<file path="config.mk">
export PLATFORM = sky130hd
export DESIGN_NAME = hpm_sample_ctrl
export DESIGN_NICKNAME = d
export VERILOG_FILES = /design/src/rtl/hpm_sample_ctrl.sv
export SDC_FILE = /design/constraint.sdc
export NUM_CORES = 1
export LEC_CHECK = 0
export BUFFER_PORTS_ARGS = -buffer_cell sky130_fd_sc_hd__buf_2
export CELL_PAD_IN_SITES_DETAIL_PLACEMENT = 2
export CELL_PAD_IN_SITES_GLOBAL_PLACEMENT = 2
export CORE_AREA = 4 4 192 194
export CTS_CLUSTER_SIZE = 14
export DETAILED_ROUTE_END_ITERATION = 7
export DIE_AREA = 0 0 196 198
export PLACE_DENSITY = 0.74
export SYNTH_ARGS = -nofsm -noshare
export SYNTH_HDL_FRONTEND = slang
export SYNTH_SLANG_ARGS = --single-unit
</file>
<file path="constraint.sdc">
create_clock -name clk_i -period 2.7 [get_ports clk_i]
set_clock_uncertainty 0.15 [all_clocks]
set_input_delay 0.405 -clock clk_i [delete_from_list [all_inputs] [get_ports clk_i]]
set_output_delay 0.405 -clock clk_i [all_outputs]
set_load 0.1 [all_outputs]
</file>
<file path="src/rtl/hpm_sample_ctrl.sv">
// hpm_sample_ctrl
//
// This block owns the single CSR access port of the HPM counter bank.
// The core CSR unit always has priority and is never stalled.
// A periodic sampler reads a contiguous window of mhpmcounter3..31 each
// period and streams every value to the trace/debug sink.
//
// Sample stream handshake (smp_*): a transfer happens on a rising clock edge
// where smp_valid_o && smp_ready_i are both high. Once smp_valid_o is raised,
// smp_idx_o / smp_data_o / smp_last_o stay stable and valid stays high until
// that transfer happens. This holds even if cfg_en_i falls. Only reset can
// withdraw valid.
//
// state_o exposes the FSM state (0=IDLE, 1=RD, 2=SEND) for debug.
module hpm_sample_ctrl #(
  parameter int unsigned PERIOD_W      = 32,
  parameter int unsigned DROP_W        = 16,
  parameter int unsigned CSR_ADDR_SIZE = 12,
  parameter logic [CSR_ADDR_SIZE-1:0] CSR_MHPM_COUNTER_3 = 12'hB03
) (
  input  logic                     clk_i,
  input  logic                     rstn_i,
  input  logic                     core_req_i,
  input  logic                     core_we_i,
  input  logic [CSR_ADDR_SIZE-1:0] core_addr_i,
  input  logic [63:0]              core_wdata_i,
  output logic [63:0]              core_rdata_o,
  output logic [CSR_ADDR_SIZE-1:0] hpm_addr_o,
  output logic                     hpm_we_o,
  output logic [63:0]              hpm_wdata_o,
  input  logic [63:0]              hpm_rdata_i,
  input  logic                     cfg_en_i,
  input  logic [PERIOD_W-1:0]      cfg_period_i,
  input  logic [4:0]               cfg_first_i,
  input  logic [4:0]               cfg_num_i,
  output logic                     smp_valid_o,
  input  logic                     smp_ready_i,
  output logic [4:0]               smp_idx_o,
  output logic [63:0]              smp_data_o,
  output logic                     smp_last_o,
  output logic                     busy_o,
  output logic [DROP_W-1:0]        drop_cnt_o,
  output logic [1:0]               state_o
);

  typedef enum logic [1:0] {
    ST_IDLE = 2'd0,
    ST_RD   = 2'd1,
    ST_SEND = 2'd2
  } state_e;

  state_e              state_q, state_d;
  logic [PERIOD_W-1:0] timer_q;
  logic [PERIOD_W-1:0] period_m1;
  logic                timer_active;
  logic                tick;
  logic                start;
  logic                hs;
  logic                busy;
  logic [5:0]          last_sum;
  logic [4:0]          last_idx_d;
  logic [4:0]          cur_idx_q;
  logic [4:0]          last_idx_q;
  logic [4:0]          smp_idx_q;
  logic [63:0]         smp_data_q;
  logic                smp_last_q;
  logic [DROP_W-1:0]   drop_q;
  logic [CSR_ADDR_SIZE-1:0] rd_addr;

  // The timer runs only while the sampler is enabled with a non-zero period.
  assign timer_active = cfg_en_i && (cfg_period_i != '0);
  assign period_m1    = cfg_period_i - PERIOD_W'(1);
  assign tick         = timer_active && (timer_q == period_m1);

  // The window end uses a 6-bit sum so that first+num-1 cannot wrap before it is clipped to 31.
  assign last_sum   = {1'b0, cfg_first_i} + {1'b0, cfg_num_i} - 6'd1;
  assign last_idx_d = (last_sum > 6'd31) ? 5'd31 : last_sum[4:0];

  // Ticks with an empty window or a first index below 3 are ignored.
  assign start = tick && (cfg_num_i != 5'd0) && (cfg_first_i >= 5'd3);
  assign busy  = (state_q != ST_IDLE);
  assign hs    = (state_q == ST_SEND) && smp_ready_i;

  assign rd_addr = CSR_MHPM_COUNTER_3 + CSR_ADDR_SIZE'(cur_idx_q) - CSR_ADDR_SIZE'(3);

  // Cycle timer. It wraps silently when the period is lowered below its current value.
  always_ff @(posedge clk_i or negedge rstn_i) begin
    if (!rstn_i) begin
      timer_q <= '0;
    end else if (!timer_active) begin
      timer_q <= '0;
    end else if (timer_q >= period_m1) begin
      timer_q <= '0;
    end else begin
      timer_q <= timer_q + PERIOD_W'(1);
    end
  end

  // FSM state register.
  always_ff @(posedge clk_i or negedge rstn_i) begin
    if (!rstn_i) begin
      state_q <= ST_IDLE;
    end else begin
      state_q <= state_d;
    end
  end

  // Next-state logic. The core owns the port in any cycle it requests it.
  always_comb begin
    state_d = state_q;
    unique case (state_q)
      ST_IDLE: begin
        if (start) state_d = ST_RD;
      end
      ST_RD: begin
        if (!cfg_en_i)       state_d = ST_IDLE;
        else if (!core_req_i) state_d = ST_SEND;
      end
      ST_SEND: begin
        if (hs) state_d = (smp_last_q || !cfg_en_i) ? ST_IDLE : ST_RD;
      end
      default: state_d = ST_IDLE;
    endcase
  end

  // Output and port-mux logic.
  always_comb begin
    smp_valid_o  = (state_q == ST_SEND);
    busy_o       = busy;
    state_o      = state_q;
    core_rdata_o = core_req_i ? hpm_rdata_i : 64'd0;
    hpm_addr_o   = '0;
    hpm_we_o     = 1'b0;
    hpm_wdata_o  = 64'd0;
    if (core_req_i) begin
      hpm_addr_o  = core_addr_i;
      hpm_we_o    = core_we_i;
      hpm_wdata_o = core_wdata_i;
    end else if (state_q == ST_RD) begin
      hpm_addr_o = rd_addr;
    end
  end

  // Burst window, sample capture and index advance.
  always_ff @(posedge clk_i or negedge rstn_i) begin
    if (!rstn_i) begin
      cur_idx_q  <= '0;
      last_idx_q <= '0;
      smp_idx_q  <= '0;
      smp_data_q <= '0;
      smp_last_q <= 1'b0;
    end else begin
      if ((state_q == ST_IDLE) && start) begin
        cur_idx_q  <= cfg_first_i;
        last_idx_q <= last_idx_d;
      end
      if ((state_q == ST_RD) && cfg_en_i && !core_req_i) begin
        smp_data_q <= hpm_rdata_i;
        smp_idx_q  <= cur_idx_q;
        smp_last_q <= (cur_idx_q == last_idx_q);
      end
      if (hs && !smp_last_q && cfg_en_i) begin
        cur_idx_q <= cur_idx_q + 5'd1;
      end
    end
  end

  // A tick that arrives while a burst is in flight is dropped and counted, saturating.
  always_ff @(posedge clk_i or negedge rstn_i) begin
    if (!rstn_i) begin
      drop_q <= '0;
    end else if (tick && busy && (drop_q != '1)) begin
      drop_q <= drop_q + DROP_W'(1);
    end
  end

  assign smp_idx_o  = smp_idx_q;
  assign smp_data_o = smp_data_q;
  assign smp_last_o = smp_last_q;
  assign drop_cnt_o = drop_q;

endmodule

</file>
==> After elaboration in Yosys (flattened, before gate mapping) <==
Cells that the tools add are included.
{ "totals": {"word_cells": 65, "reg_bits": 130, "inputBits": 188, "output_inout_bits": 231} }
{ "classes": {"add_sub_neg": 8, "n_eq_ne": 8, "n_reduce_logical": 22, "n_lt_le_gt_ge": 3, "n_mux": 16} }
{ "op_table": {"columns": ["op", "n"], "rows": [
  ["$mux W64", 2],
  ["$mux W32", 2],
  ["$add A32 B1 Y32 const B", 1],
  ["$eq A32 B32 Y1", 1],
  ["$ge A32 B32 Y1", 1],
  ["$reduce_bool A32 Y1", 1],
  ["$sub A32 B1 Y32 const B", 1],
  ["$mux W12", 2],
  ["$add A16 B1 Y16 const B", 1],
  ["$ne A16 B16 Y1 const B", 1],
  ["$mux W5", 3],
  ["$add A12 B5 Y12 const A", 1],
  ["$logic_and A1 B1 Y1", 12],
  ["$sub A12 B2 Y12 const B", 1],
  ["$mux W2", 4],
  ["$add A5 B5 Y6", 1],
  ["$gt A6 B5 Y1 const B", 1],
  ["$pmux W2 S3", 1],
  ["$sub A6 B1 Y6 const B", 1],
  ["$add A5 B1 Y5 const B", 1],
  ["$eq A5 B5 Y1", 1],
  ["$ge A5 B2 Y1 const B", 1],
  ["$reduce_bool A5 Y1", 1],
  ["$reduce_bool A2 Y1", 2],
  ["other kinds (10)", 13]
]} }

==> Longest topological paths before layout <==
{ "logic_depth": {"depth_word": 8, "depth_mapped": 18, "depth_no_buf": 15} }

==> Least setup slack after synthesis <==
Ideal clock, no wire load.
{ "synth_timing": {"kind": "input to register", "start": "in cfg_period_i[5]", "end": "reg drop_q[1], in the netlist drop_cnt_o[1]", "t_required_ps": 2422, "path_buffers": 0, "arrival_ps": 4404, "cell_stages": 12, "path_slack_ps": -1982, "setup_time_ps": 128, "path_cell_list": "or4_4 -> or4b_4 -> or3_4 -> or4_4 -> nor4_4 -> xnor2_1 -> ha_1 -> nand4_1 -> nor4_1 -> and3_1 -> nor4b_1 -> mux2_1"} }
{ "synth_between": {"elab_chain_cells": 5, "elab_cells_between_ends": 7, "cone_classes": "add/sub: 1; eq/ne: 1; reduce/logical: 5"} }
{ "synth_lines": {"columns": ["item", "line", "text"], "rows": [
  ["from (decl)", "33", "input logic [PERIOD_W-1:0] cfg_period_i,"],
  ["$sub A32 B1 Y32 / $reduce_bool A32 Y1 (equally long branches)", "72, 71", null],
  ["$eq A32 B32 Y1 / $logic_and A1 B1 Y1 (equally long branches)", "73, 71", null],
  ["$logic_and A1 B1 Y1 *", "73", "assign tick = timer_active && (timer_q == period_m1);"],
  ["$logic_and A1 B1 Y1 * (2 in a row)", "172", "end else if (tick && busy && (drop_q != '1)) begin"],
  ["to (signal assigned)", "173", "drop_q <= drop_q + DROP_W'(1);"],
  ["to (decl)", "67", "logic [DROP_W-1:0] drop_q;"]
]} }
Mark *: on every way between the ends. The rest lies on a longest branch, timed or not.
A chain may end at the register's enable or synchronous reset.

==> Worst setup path in the final report <==
{ "layout_timing": {"start": "in cfg_period_i[5]", "end": "reg timer_q[16]"} }
{ "layout_between": {"elab_chain_cells": 4, "elab_cells_between_ends": 6, "cone_classes": "add/sub: 1; order compare: 1; mux: 2; reduce/logical: 2"} }
{ "layout_lines": {"columns": ["item", "line", "text"], "rows": [
  ["$sub A32 B1 Y32", "72", "assign period_m1 = cfg_period_i - PERIOD_W'(1);"],
  ["$ge A32 B32 Y1", "92", "end else if (timer_q >= period_m1) begin"],
  ["$mux W32", "92", null],
  ["$mux W32 *", "90", "end else if (!timer_active) begin"],
  ["to (signal assigned)", "95", "timer_q <= timer_q + PERIOD_W'(1);"],
  ["to (decl)", "53", "logic [PERIOD_W-1:0] timer_q;"]
]} }
Marked as above.

==> run_results.csv <==
group,metric,value,unit
synth,yosys-top-cells-area,"dfrtp_1 40%, and2_1 11%, mux2_2 9.5%, ha_1 7.0%, xnor2_1 5.3%",
drt,post-route-drc-count,0,
run_status,failed_checks,"setup timing",
worst_setup_path,worst_ep_arrival_time,4.61,ns
timing,maxSlewViolCount,0,
worst_setup_path,crit_chain,"buf_6, or4_4, or4b_4, or3_4, or4_4, nor4_4, xnor2_1, ha_1, nand4_1, buf_4, o22ai_1, a31oi_1, nand3_1, or4_4, buf_12, nor2_1",
synth,synth_top_area_share,40.5,%
run,cap_viol_max_count,0,
global_route,grt_usage,18.9,%
floorplanning,die_w,196,um
finish,seq_area,0.00325,sq mm
floorplanning,core_area,0.0352,sq mm
finish,multiInputGateArea,0.00481,sq mm
floorplanning,start_util,22.8,%
clocking,cts_max_path_buffers,2,
place,dp_hpwl,30700,um
global_route,antenna_found_initial,6,
clocking,clk_pin_slew_worst_paths,0.06,ns
timing,setup_ws,-1.70,ns
clocking,cts_buffers,17,
power,power_density,503,mW/mm^2
worst_setup_path,crit_slowest_cell,"or4_4",
clocking,clock_sinks,130,
drt,first_pass_iters,4,
finish,drive_gt1_share,51.5,%
timing,max_clock_freq,227,MHz
drt,drtIter0Drc,220,
place,io_buffers,418,
finish,n_fill_cell,3859,
place,routabilityCongestion,0.817,
worst_setup_path,crit-reg2reg-capture,"timer_q[16]",
worst_setup_path,crit_path_frequent_cell,"or4_4",
synth,ys_ff_latch,130,
clocking,h-tree-depth,4,
synth,ys.flop_type,"dfrtp_1",
global_route,grt_pass1_vias,9114,
timing,worst_hold_slack,0.0637,ns
worst_setup_path,worstRegToRegCells,8,
worst_setup_path,cp_max_fo,18,
floorplanning,die_area,0.0388,sq mm
drt,viasPerCell,4.56,
worst_setup_path,rrSetupSlack,-0.01,ns
synth,synth_cell_type_count,58,
worst_setup_path,critPathCaptureType,"flip-flop",
global_route,grt_overflow,0,
synth,yosysTopAreaCell,"dfrtp_1",
finish,syn_to_final_growth,62.7,%
synth,syn_nets,1051,
synth,ys_async_sr_fraction,100,%
power,p_leak,6.77,nW
global_route,grt_max_degree,47,
worst_setup_path,crit_type,"primary input to flip-flop",
timing,worst_slew_pin_slew,0.633,ns
synth,synth_cells,817,
synth,synthesis.area,0.00804,sq mm
hold_path,worstHoldStart,"hpm_rdata_i[1]",
timing,period_minus_slack,4.40,ns
floorplanning,pin_count,419,
timing,setup_violations,59,
worst_setup_path,start_kind,"primary input",
synth,ys_seq_area_share,40.5,%
power,vdd_drop_max,402,uV
global_route,grt_pass1_wl,56600,um
hold_path,whs_path_depth,2,
clocking,clock_latency,0.43,ns
power,fin_total_pwr,6.59,mW
floorplanning,die_h,198,um
drt,wirelength,38500,um
timing,hold_viol_final,0,
clocking,tritoncts,"yes",
clocking,clockRootBuffer,"clkbuf_16",
drt,num_vias,8169,
run_status,outcome,"complete, but fails checks",
timing,max_slew_margin,57.5,%
hold_path,hp-class,"primary input to flip-flop",
worst_setup_path,cpPeakStageDelay,0.57,ns
floorplanning,row_count,69,
drt,ant_nets,0,
timing,rsz0062_at_grt,"true",
timing,post-route-period-util,163,%
synth,avgSynthCellArea,9.84,sq um
worst_setup_path,critPathRequiredTime,2.91,ns
synth,synth_edf_count,0,
worst_setup_path,timing.rr.start,"timer_q[14]",
hold_path,whs_endpoint,"smp_data_o[1]",
synth,yosysWarnings,0,
drt,wl_per_cell,21.5,um
finish,layout.nets,1552,
==> cells in the final DEF, fill, tap and decap left out, drive strengths merged, types with 23 or more instances in the layout <==
cell type,n
a21oi,23
xnor2,49
clkbuf,23
nor2,77
and2,136
nand4,24
inv,32
xor2,32
dfrtp,130
ha,45
buf,513
nand2,34
mux2,71
==> Yosys cell counts (2+ instances only) <==
cell	number
or4_4	5
or3_1	4
dfrtp_1	130
a21o_1	7
a31oi_1	3
and3_1	5
a21oi_1	23
nor2_1	77
nand4_1	24
xor2_1	32
buf_4	3
o21ai_0	8
inv_1	32
buf_2	2
a211oi_1	3
nand2_1	34
xnor2_1	49
nor4_1	12
or4_1	7
buf_1	2
a22o_1	5
nand2b_1	2
and2_1	135
nor2b_1	3
clkbuf_1	27
ha_1	45
mux2_2	68
nor3_1	17
mux2_1	3
nand3_1	22
==> area by class of cell <==
class	instances	share of cell area, %
Tap cell	461	4.41
Multi-Input combinational cell	621	36.7
Sequential cell	130	24.9
Timing Repair Buffer	516	28.3
Inverter	32	0.918
Clock buffer	22	3.78
Antenna cell	2	0.0383
Clock inverter	8	0.966
==> critical path: cells and delay by family <==
family                     cells  cell delay, ns
AOI/OAI and AO/OA              2            0.24
and+or+nand+nor                9            3.06
adders and majority gates      1            0.28
xor gates and xnor gates       1            0.16
buffers and inverters          3            0.45
==> state kept, by name, indices dropped and copies added (netlist names) <==
| register | count |
|---|---|
| state_o | 2 |
| smp_idx_o | 5 |
| timer_q | 32 |
| smp_last_o | 1 |
| drop_cnt_o | 16 |
| cur_idx_q | 5 |
| last_idx_q | 5 |
| smp_data_o | 64 |
==> cell families (layout without fill, tap and decap cells) <==
kind of cell / Yosys count / count (layout) / synth area share (%)
mux: 72 / 72 / 10.1
flops: 130 / 130 / 40.5
buf+inv: 66 / 578 / 3.25
simple gates: 359 / 359 / 24.9
fa+ha+maj: 46 / 46 / 7.25
compound gates: 63 / 63 / 5.21
other cells: 0 / 2 / 0
xor+xnor: 81 / 81 / 8.82
==> through the flow <==
step,worst slack (ns),util (%),TNS (ns),instances,area [sq um]
after floorplan,-1.74,-,-96.17,817,8090
after global placement,-2.04,34.4,-114.74,1752,12100
after detailed placement,-2.18,34.4,-120.94,1752,12100
after CTS,-1.60,36.6,-88.63,1788,12900
after global routing,-1.85,37.1,-101.86,1791,13100
final,-1.70,37.1,-94.35,1792,13100
==> where the power goes <==
part | total, mW | internal, mW | switching [mW]
clock network | 2.47 | 1.56 | 0.911
logic | 2.08 | 0.551 | 1.53
registers | 2.03 | 1.99 | 0.0405
==> worst max path at each step <==
| stage | start | end | depth (start not counted) |
|---|---|---|---|
| 2_1_floorplan | cfg_period_i[5] | drop_cnt_o[12] | 12 |
| 3_3_place_gp | cfg_period_i[5] | drop_cnt_o[12] | 13 |
| 3_5_place_dp | cfg_period_i[5] | timer_q[22] | 16 |
| 4_1_cts | cfg_period_i[5] | drop_cnt_o[12] | 14 |
| 5_1_grt | cfg_period_i[5] | drop_cnt_o[4] | 16 |
| 6_report | cfg_period_i[5] | timer_q[16] | 16 |
==> metal layers <==
layer | up-vias | GRT usage (%) | wire (um)
li1 | 3804 | - | -
met5 | - | 0 | 48
met3 | 47 | 5.12 | 2550
met2 | 261 | 33.8 | 19700
met4 | 8 | 5.35 | 842
met1 | 4049 | 22.3 | 15300
==> repair_timing <==
action / 4_1_cts / 5_1_grt
gates cloned: 0 / 1
endpoints found under the hold margin: 41 / 0
setup endpoints to repair: 59 / 59
setup buffers: 4 / 1
hold buffers: 2 / 0
pin swaps: 8 / 9
resized for setup: 32 / 32
Note: power is estimated with default switching activity, not from simulation.
